--- config.mk ---
export PLATFORM = sky130hd
export DESIGN_NAME = uart_tx_queue
export DESIGN_NICKNAME = d
export VERILOG_FILES = /design/src/rtl/uart_pkg.sv /design/src/rtl/uart_sync_fifo.sv /design/src/rtl/uart_tx_queue.sv
export SDC_FILE = /design/constraint.sdc
export NUM_CORES = 1
export LEC_CHECK = 0
export BUFFER_PORTS_ARGS = -buffer_cell sky130_fd_sc_hd__buf_2
export CAP_MARGIN = 20
export CORE_MARGIN = 3
export CORE_UTILIZATION = 35
export CTS_BUF_LIST = sky130_fd_sc_hd__clkbuf_4 sky130_fd_sc_hd__clkbuf_8
export DETAILED_ROUTE_END_ITERATION = 6
export PLACE_DENSITY = 0.5
export SYNTH_ARGS = -nofsm -noshare
export SYNTH_HDL_FRONTEND = slang
export SYNTH_SLANG_ARGS = --single-unit
export TNS_END_PERCENT = 100
--- constraint.sdc ---
create_clock -name clk -period 2.61 [get_ports clk]
set_input_delay 0.3915 -clock clk [delete_from_list [all_inputs] [get_ports clk]]
set_output_delay 0.3915 -clock clk [all_outputs]
set_load 0.05 [all_outputs]
--- src/rtl/uart_pkg.sv ---
`default_nettype none
// +-----------------------------------------------------------------------+
// | uart_pkg : shared types and defaults for the UART transmit feed path  |
// | Revision : 1.0                                                        |
// +-----------------------------------------------------------------------+
package uart_pkg;

  localparam int UART_DATA_W  = 8;
  localparam int TXQ_ACK_WAIT = 4;

  typedef enum logic [1:0] {
    IDLE  = 2'd0,
    START = 2'd1,
    ACK   = 2'd2,
    SEND  = 2'd3
  } txq_state_t;

endpackage
`default_nettype wire

--- src/rtl/uart_sync_fifo.sv ---
`default_nettype none
// +-----------------------------------------------------------------------+
// | uart_sync_fifo : single-clock FIFO with occupancy count and clear     |
// | Revision       : 1.0                                                  |
// +-----------------------------------------------------------------------+
module uart_sync_fifo #(
  parameter int WIDTH = 8,
  parameter int DEPTH = 8
) (
  input  logic                   clk,
  input  logic                   rst,
  input  logic                   clr_i,
  input  logic                   push_i,
  input  logic                   pop_i,
  input  logic [WIDTH-1:0]       wdata_i,
  output logic [WIDTH-1:0]       rdata_o,
  output logic [$clog2(DEPTH):0] count_o,
  output logic                   full_o,
  output logic                   empty_o
);

  localparam int PTR_W = $clog2(DEPTH);

  logic [WIDTH-1:0] mem_q [DEPTH];
  logic [PTR_W-1:0] wptr_q, rptr_q;
  logic [PTR_W:0]   count_q;
  logic             do_push, do_pop;

  assign full_o  = (count_q == (PTR_W+1)'(DEPTH));
  assign empty_o = (count_q == '0);
  assign do_push = push_i && !full_o && !clr_i;
  assign do_pop  = pop_i && !empty_o && !clr_i;
  assign rdata_o = mem_q[rptr_q];
  assign count_o = count_q;

  always_ff @(posedge clk) begin
    if (do_push) begin
      mem_q[wptr_q] <= wdata_i;
    end
  end

  // Power-of-two depth lets the pointers wrap by natural overflow.
  always_ff @(posedge clk) begin
    if (rst || clr_i) begin
      wptr_q  <= '0;
      rptr_q  <= '0;
      count_q <= '0;
    end else begin
      if (do_push) wptr_q <= wptr_q + PTR_W'(1);
      if (do_pop)  rptr_q <= rptr_q + PTR_W'(1);
      case ({do_push, do_pop})
        2'b10:   count_q <= count_q + (PTR_W+1)'(1);
        2'b01:   count_q <= count_q - (PTR_W+1)'(1);
        default: count_q <= count_q;
      endcase
    end
  end

endmodule
`default_nettype wire

--- src/rtl/uart_tx_queue.sv ---
`default_nettype none
// +-----------------------------------------------------------------------+
// | uart_tx_queue : buffers producer bytes and feeds the UART transmitter |
// | Revision      : 1.0                                                   |
// +-----------------------------------------------------------------------+
module uart_tx_queue
  import uart_pkg::*;
#(
  parameter int DATA_W   = UART_DATA_W,
  parameter int DEPTH    = 8,
  parameter int ACK_WAIT = TXQ_ACK_WAIT
) (
  input  logic                     clk,
  input  logic                     rst,
  input  logic [DATA_W-1:0]        in_data,
  input  logic                     in_valid,
  output logic                     in_ready,
  input  logic                     flush,
  output logic [DATA_W-1:0]        tx_data,
  output logic                     tx_start,
  input  logic                     tx_busy,
  output logic                     tx_done,
  output logic [$clog2(DEPTH):0]   count,
  output logic                     err_no_ack
);

  localparam int CNT_W  = $clog2(DEPTH) + 1;
  localparam int WAIT_W = (ACK_WAIT < 2) ? 1 : $clog2(ACK_WAIT + 1);

  txq_state_t          state_q, state_d;
  logic [WAIT_W-1:0]   wait_q, wait_d;
  logic [DATA_W-1:0]   tx_data_q;
  logic                tx_done_q, tx_done_d;
  logic                err_q;

  logic [DATA_W-1:0]   fifo_rdata;
  logic [CNT_W-1:0]    fifo_count;
  logic                fifo_full, fifo_empty;
  logic                push, pop, ack_expired;

  assign in_ready = !rst && !flush && !fifo_full;
  assign push     = in_valid && in_ready;

  uart_sync_fifo #(
    .WIDTH (DATA_W),
    .DEPTH (DEPTH)
  ) u_fifo (
    .clk     (clk),
    .rst     (rst),
    .clr_i   (flush),
    .push_i  (push),
    .pop_i   (pop),
    .wdata_i (in_data),
    .rdata_o (fifo_rdata),
    .count_o (fifo_count),
    .full_o  (fifo_full),
    .empty_o (fifo_empty)
  );

  // The last permitted ACK cycle without busy is the one that expires the wait.
  assign ack_expired = (state_q == ACK) && !tx_busy && (wait_q <= WAIT_W'(1));

  always_ff @(posedge clk) begin
    if (rst) begin
      state_q   <= IDLE;
      wait_q    <= '0;
      tx_data_q <= '0;
      tx_done_q <= 1'b0;
      err_q     <= 1'b0;
    end else begin
      state_q   <= state_d;
      wait_q    <= wait_d;
      tx_done_q <= tx_done_d;
      err_q     <= err_q | ack_expired;
      if (pop) tx_data_q <= fifo_rdata;
    end
  end

  always_comb begin
    state_d = state_q;
    unique case (state_q)
      IDLE:    if (pop) state_d = START;
      START:   state_d = ACK;
      ACK: begin
        if (tx_busy)          state_d = SEND;
        else if (ack_expired) state_d = IDLE;
      end
      SEND:    if (!tx_busy) state_d = IDLE;
      default: state_d = IDLE;
    endcase
  end

  // A flush in the same cycle as a pending pop wins: the head stays put.
  always_comb begin
    pop       = (state_q == IDLE) && !fifo_empty && !flush;
    tx_start  = (state_q == START);
    tx_done_d = ack_expired || ((state_q == SEND) && !tx_busy);
    wait_d    = wait_q;
    if (state_q == START) begin
      wait_d = WAIT_W'(ACK_WAIT);
    end else if ((state_q == ACK) && !tx_busy && (wait_q != '0)) begin
      wait_d = wait_q - WAIT_W'(1);
    end
  end

  assign tx_data    = tx_data_q;
  assign tx_done    = tx_done_q;
  assign count      = fifo_count;
  assign err_no_ack = err_q;

endmodule
`default_nettype wire

# After elaboration in Yosys (flattened, before gate mapping)

Memory sizes are Yosys's and may differ from the RTL's. A register that Yosys moved wholly into a read port is not among the register bits.
Cells that the tools add are included.

$add $sub $neg: 5
Multipliers: 0
Div/mod/pow operators: 0
Order comparisons: 1
Eq/ne operators: 9
Shift operators: 0
Mux-type cells: 10
Bitwise gates (word level): 1
Reductions and logical operators: 27

Operator list:

| kind                                                                  | count |
|---|---|
| 1-bit logical AND                                                     | 13 |
| 2-bit two-way mux                                                     | 4 |
| 2-bit one-hot mux with 4 select lines                                 | 1 |
| 4-bit one-hot mux with 2 select lines                                 | 1 |
| 3-bit by 1-bit adder with 3-bit output, second input constant         | 2 |
| 2-bit equality test, second input constant                            | 3 |
| 3-bit two-way mux                                                     | 2 |
| 1-bit zero test                                                       | 5 |
| 4-bit by 1-bit adder with 4-bit output, second input constant         | 1 |
| 2-bit by 1-bit equality test with 1-bit output, second input constant | 2 |
| 4-bit equality test, second input constant                            | 1 |
| 4-bit zero test                                                       | 1 |
| 2-bit nonzero test                                                    | 2 |
| 4-bit by 1-bit subtractor with 4-bit output, second input constant    | 1 |
| 3-bit by 1-bit <= comparator with 1-bit output, second input constant | 1 |
| 3-bit != test, second input constant                                  | 1 |
| 3-bit AND reduction                                                   | 1 |
| 3-bit nonzero test                                                    | 1 |
| 3-bit by 1-bit subtractor with 3-bit output, second input constant    | 1 |
| 2-bit zero test                                                       | 1 |
| 1-bit logical OR                                                      | 2 |
| 1-bit two-way mux                                                     | 2 |
| 2-bit by 1-bit != test with 1-bit output, second input constant       | 1 |
| 2-bit != test, second input constant                                  | 1 |
| other kinds (2)                                                       | 2 |

Flip-flop bits (word level): 17
Latch bits: 0
Memory bits (writable): 64
ROM bits: 0
Input port bits: 13
Output and inout bits: 16
Word-level logic and storage cells: 62
Memories: 1

Memory list:

| memory       | words | bits a word | read ports | clocked after Yosys merged registers in | wr ports | RTL line             | text |
|---|---|---|---|---|---|---|---|
| u_fifo.mem_q | 8     | 8           | 1          | 1                                       | 1        | uart_sync_fifo.sv:24 | `logic [WIDTH-1:0] mem_q [DEPTH];` |

# Logic depth before layout (Yosys ltp)

Word-level depth: 8
Depth in mapped cells: 11
Gate-level depth less buffers: 10

# Hierarchy

Synthesis repeated with hierarchy kept, for this count alone.

Cell total of the unflattened synthesis: 243
Area, all modules: 3833.7 sq um

By module, submodules not included:

| module         | times used | cells an instance | area each (sq um) | seq. area each (sq um) |
|---|---|---|---|---|
| uart_sync_fifo | 1          | 173               | 3178.0            | 2182.1 |
| uart_tx_queue  | 1          | 70                | 655.6             | 300.3 |

# Worst setup path after synthesis

No wires, ideal clock.

Path kind: register -> register
From: reg u_fifo.count_q[0] (netlist: u_fifo.count_o[0])
To: mem u_fifo.mem_q[1][0], enable pin
Library setup time: 0.383 ns
Arrival: 2.518 ns
Required time: 2.227 ns
Setup slack: -0.292 ns
Stages on the path, launching flop included: 5
Path buffers: 0
Clock period less this slack: 2.902 ns
Path through: dfxtp_1 > nor4b_1 > nor2_1 > nand3_1 > nor3_1

Longest elaborated chain between the ends: 8

Ends and longest elaborated chain:

| what                                    | RTL line             | text |
|---|---|---|
| from (decl)                             | uart_sync_fifo.sv:26 | `logic [PTR_W:0] count_q;` |
| from (signal assigned)                  | uart_sync_fifo.sv:52 | `2'b10: count_q <= count_q + (PTR_W+1)'(1);` |
| from (signal assigned)                  | uart_sync_fifo.sv:53 | `2'b01: count_q <= count_q - (PTR_W+1)'(1);` |
| from (signal assigned)                  | uart_sync_fifo.sv:54 | `default: count_q <= count_q;` |
| 4-bit equality test                     | uart_sync_fifo.sv:29 | `assign full_o = (count_q == (PTR_W+1)'(DEPTH));` |
| 1-bit zero test                         | uart_tx_queue.sv:41  | `assign in_ready = !rst && !flush && !fifo_full;` |
| 1-bit logical AND                       | uart_tx_queue.sv:41  |  |
| named net in_ready                      | uart_tx_queue.sv:17  | `output logic in_ready,` |
| 1-bit logical AND                       | uart_tx_queue.sv:42  | `assign push = in_valid && in_ready;` |
| 1-bit logical AND (2 in a row)          | uart_sync_fifo.sv:31 | `assign do_push = push_i && !full_o && !clr_i;` |
| 1-bit two-way mux                       | uart_sync_fifo.sv:37 | `if (do_push) begin` |
| 1-bit two-way mux (implied by the code) | uart_sync_fifo.sv:38 | `mem_q[wptr_q] <= wdata_i;` |
| to (decl)                               | uart_sync_fifo.sv:24 |  |

The timed path passes the listed nets, and every way through them passes these cells.

# Final worst setup path

From: reg u_fifo.count_q[0] (netlist: u_fifo.count_o[0])
To: reg u_fifo.count_q[3] (netlist: u_fifo.count_o[3])

Longest elaborated chain between the ends: 8
Elaborated cells on any way between the ends: 18
Those cells by class: 2 x add/sub; 3 x eq/ne; 1 x mux; 12 x reduce/logical

Ends and longest elaborated chain:

| what                                                                                         | RTL line                                   | text |
|---|---|---|
| 4-bit equality test / 4-bit zero test (equally long branches)                                | uart_sync_fifo.sv:29, uart_sync_fifo.sv:30 |  |
| 1-bit zero test (on tied branches)                                                           | --                                         |  |
| 1-bit logical AND (on tied branches)                                                         | uart_tx_queue.sv:41, uart_tx_queue.sv:95   |  |
| 1-bit logical AND (on tied branches)                                                         | uart_tx_queue.sv:42, uart_tx_queue.sv:95   |  |
| 1-bit logical AND (on tied branches) (2 in a row)                                            | uart_sync_fifo.sv:31, uart_sync_fifo.sv:32 |  |
| 2-bit by 1-bit equality test with 1-bit output / 2-bit equality test (equally long branches) | uart_sync_fifo.sv:51                       | `case ({do_push, do_pop})` |
| 4-bit one-hot mux with 2 select lines / 2-bit nonzero test (equally long branches)           | --                                         |  |

Several ways; a longest one is shown, not always the timed one.
A chain may end at the register's enable or synchronous reset.

==> out/metrics.csv <==
metric,value,unit
Die X,109,µm
Startpoint Class,register,
"commonest non-fill, non-tap cell in the layout",edfxtp_1,
logic gate share of total power,4.2,%
Initial DRC Count,99,
Worst R2R Path Depth,9,
global route total overflow,0,
Starting Density,36.0,%
setup repair bufs after CTS,0,
total CTS buffers,9,
final worst path period need,2.36,ns
Unique masters post-synth,43,
crit end category,register,
nets,299,
Fill cells,960,
Post-Syn Area per Cell,16.0,µm²
antenna violations before repair,0,
met2 WL,3.42,mm
ys async rst share,0,%
Synth Register Bits,89,
row count,37,
H-tree depth,3,
setup TNS,0,ns
vias in the first global route,2023,
clk sink count,89,
top routing layer used,met4,
DRT Wirelength,7.09,mm
Synth area leader,edfxtp_1,
max frequency,0.424,GHz
Tcrit/Tclk final,90.3,%
Die Ht,109,µm
fraction of the yosys area taken by sequential cells,65.1,%
worst-margin pin slew,0.392,ns
worst r2r src,u_fifo.count_o[0],
"Top FF cell, synth",edfxtp_1,
antenna cells,0,
RSZ-0062 raised after global routing,false,
critical hold path startpoint,tx_busy,
status,finished clean,
pwr dens,602,mW/mm²
area of the core region,0.0103,mm²
met1 wire length,3.32,mm
hold_buf cts,0,
vias,2025,
largest net degree at the start of global routing,19,
Via density,4.84,
CP Launch Point,u_fifo.count_o[0],
P_sw,561,µW
# Max-Cap Violations,0,
most frequent cells in the layout,"edfxtp_1, buf_2, dfxtp_1",
wire length per cell after detailed routing,16.9,µm
WP data required,2.84,ns
Syn Inst Count,232,
syn nets,254,
worst setup margin,0.253,ns
"Area growth, synth to finish",15.0,%
dpl ws,0.271,ns
crit path kind,register to register,
clock skew,0.00962,ns
Synth area leaders,"edfxtp_1, dfxtp_1, mux4_2",
Ports,29,
GRT Util Overall,13.0,%
first-pass GRT wire length,11.3,mm
Placer Congestion,0.753,
critical-path maximum fanout,6,
final count of pins violating max slew,0,
worst reg2reg endpoint,u_fifo.count_o[3],
Relative slew margins,73.8,%
Final ANT Viol Nets,0,
met3 wire len,264,µm
worst skew pair latency,0.35,ns
die footprint,0.0119,mm²
"EDFF count, synth",64,
Root Buffer,clkbuf_8,
final setup vio count,0,
clock network power share,36.4,%
CP arrival,2.59,ns
Synth top area share,51.7,%
Hold Path Stages,2,
deepest clock path buffer count,2,
layout cells sized above 1,37.9,%
worst vdd ir,256,µV
reg-to-reg setup timing slack,0.25,ns
internal power,2010,µW
Worst-path clk slew,0.09,ns
residual DRC count,0,
Resize count post-CTS,0,
CTS tree,built,
Net Sw Frac,21.8,%
Hold Crit Endpoint,tx_done,
PortBufs,28,
Ys Warns,0,
Leak,0.00148,µW
Flop pwr share,59.3,%
"Cell Area, Synth",0.00372,mm²
worst min-delay path class,input pin to register,
DP HPWL,4.66,mm
Fin. Hold Viols,0,
drt pass-1 iters,4,
final core utilization,41.4,%
-- Yosys cell counts, types with 2 or more instances --
| cell type | number |
|---|---|
| o21ai_0 | 2 |
| nand2b_1 | 3 |
| nor3_2 | 10 |
| inv_1 | 9 |
| buf_6 | 2 |
| nand3_4 | 2 |
| a311oi_1 | 2 |
| nor3_1 | 3 |
| nor4b_1 | 2 |
| nor2_4 | 8 |
| a21oi_1 | 7 |
| buf_2 | 3 |
| nand2_4 | 2 |
| nor2_1 | 18 |
| xnor2_1 | 4 |
| nand3_1 | 5 |
| nand2_1 | 7 |
| dfxtp_1 | 25 |
| ha_1 | 8 |
| o22ai_1 | 8 |
| mux4_2 | 16 |
| edfxtp_1 | 64 |
| xor2_1 | 2 |
-- power groups by stage --
stage / clock [µW] / combinational [µW] / sequential (µW)
after floorplan: 0 / 54.9 / 1570
after global placement: 0 / 109 / 1560
after detailed placement: 0 / 110 / 1560
after CTS: 974 / 110 / 1530
after global routing: 1040 / 119 / 1530
final: 938 / 109 / 1530
-- kinds of logic (layout without fill, tap and decap cells) --
kind of cell    after synthesis  in the layout  synth area share [%]
compound gates               25             25                  4.17
xor+xnor                      6              6                  1.41
fa+ha+maj                     9              9                  3.23
buf+inv                      19             69                  2.96
flops                        89             89                  65.1
mux                          17             17                  9.99
simple gates                 67             67                  13.1
-- worst max path at each step --
stage,endpoint,cells after the start,slack [ns]
CTS,u_fifo.count_o[3],9,0.26
floorplan,u_fifo.count_o[3],10,0.02
finish,u_fifo.count_o[3],9,0.25
global placement,u_fifo.count_o[3],9,0.31
global route,u_fifo.count_o[3],9,0.14
detailed placement,u_fifo.count_o[3],9,0.27
-- worst max-delay path, cell delays in order (launching register included) --
cell	delay [ns]
dfxtp_2	0.36
or4_4	0.61
nand2_4	0.11
inv_4	0.03
ha_1	0.24
ha_1	0.34
nand3_1	0.11
and4b_1	0.21
o21ai_0	0.14
o31ai_1	0.08
-- layout make-up --
| cell class | instances | area [µm²] | share of cell area, % |
|---|---|---|---|
| Sequential cell | 89 | 2420 | 56.7 |
| Multi-Input combinational cell | 124 | 1190 | 27.8 |
| Tap cell | 136 | 170 | 3.98 |
| Timing Repair Buffer | 43 | 253 | 5.91 |
| Clock inverter | 6 | 67.6 | 1.58 |
| Clock buffer | 10 | 131 | 3.07 |
| Inverter | 10 | 40.0 | 0.936 |
-- sequential cells by signal, indices dropped and copies added, names as in the netlist --
name            cells
tx_done             1
u_fifo.mem_q       64
u_fifo.wptr_q       3
u_fifo.count_o      4
wait_q              3
u_fifo.rptr_q       3
state_q             2
tx_data             8
err_no_ack          1
-- through the flow --
stage / instance area, µm² / total power (µW) / hold slack [ns] / std cells
detailed placement: 4080 / 1670 / 0.467 / 402
CTS: 4280 / 2610 / 0.242 / 418
floorplan: 3720 / 1630 / 0.462 / 232
global placement: 4080 / 1670 / 0.442 / 402
global route: 4280 / 2690 / 0.229 / 418
finish: 4280 / 2570 / 0.268 / 418
-- routing by layer --
layer  global-route usage [%]  up-vias
met5                        0        -
met4                     3.52        0
met3                     4.44        7
met2                     20.8       39
met1                     17.0     1008
li1                         -      971
(Power assumes the default switching activity.)
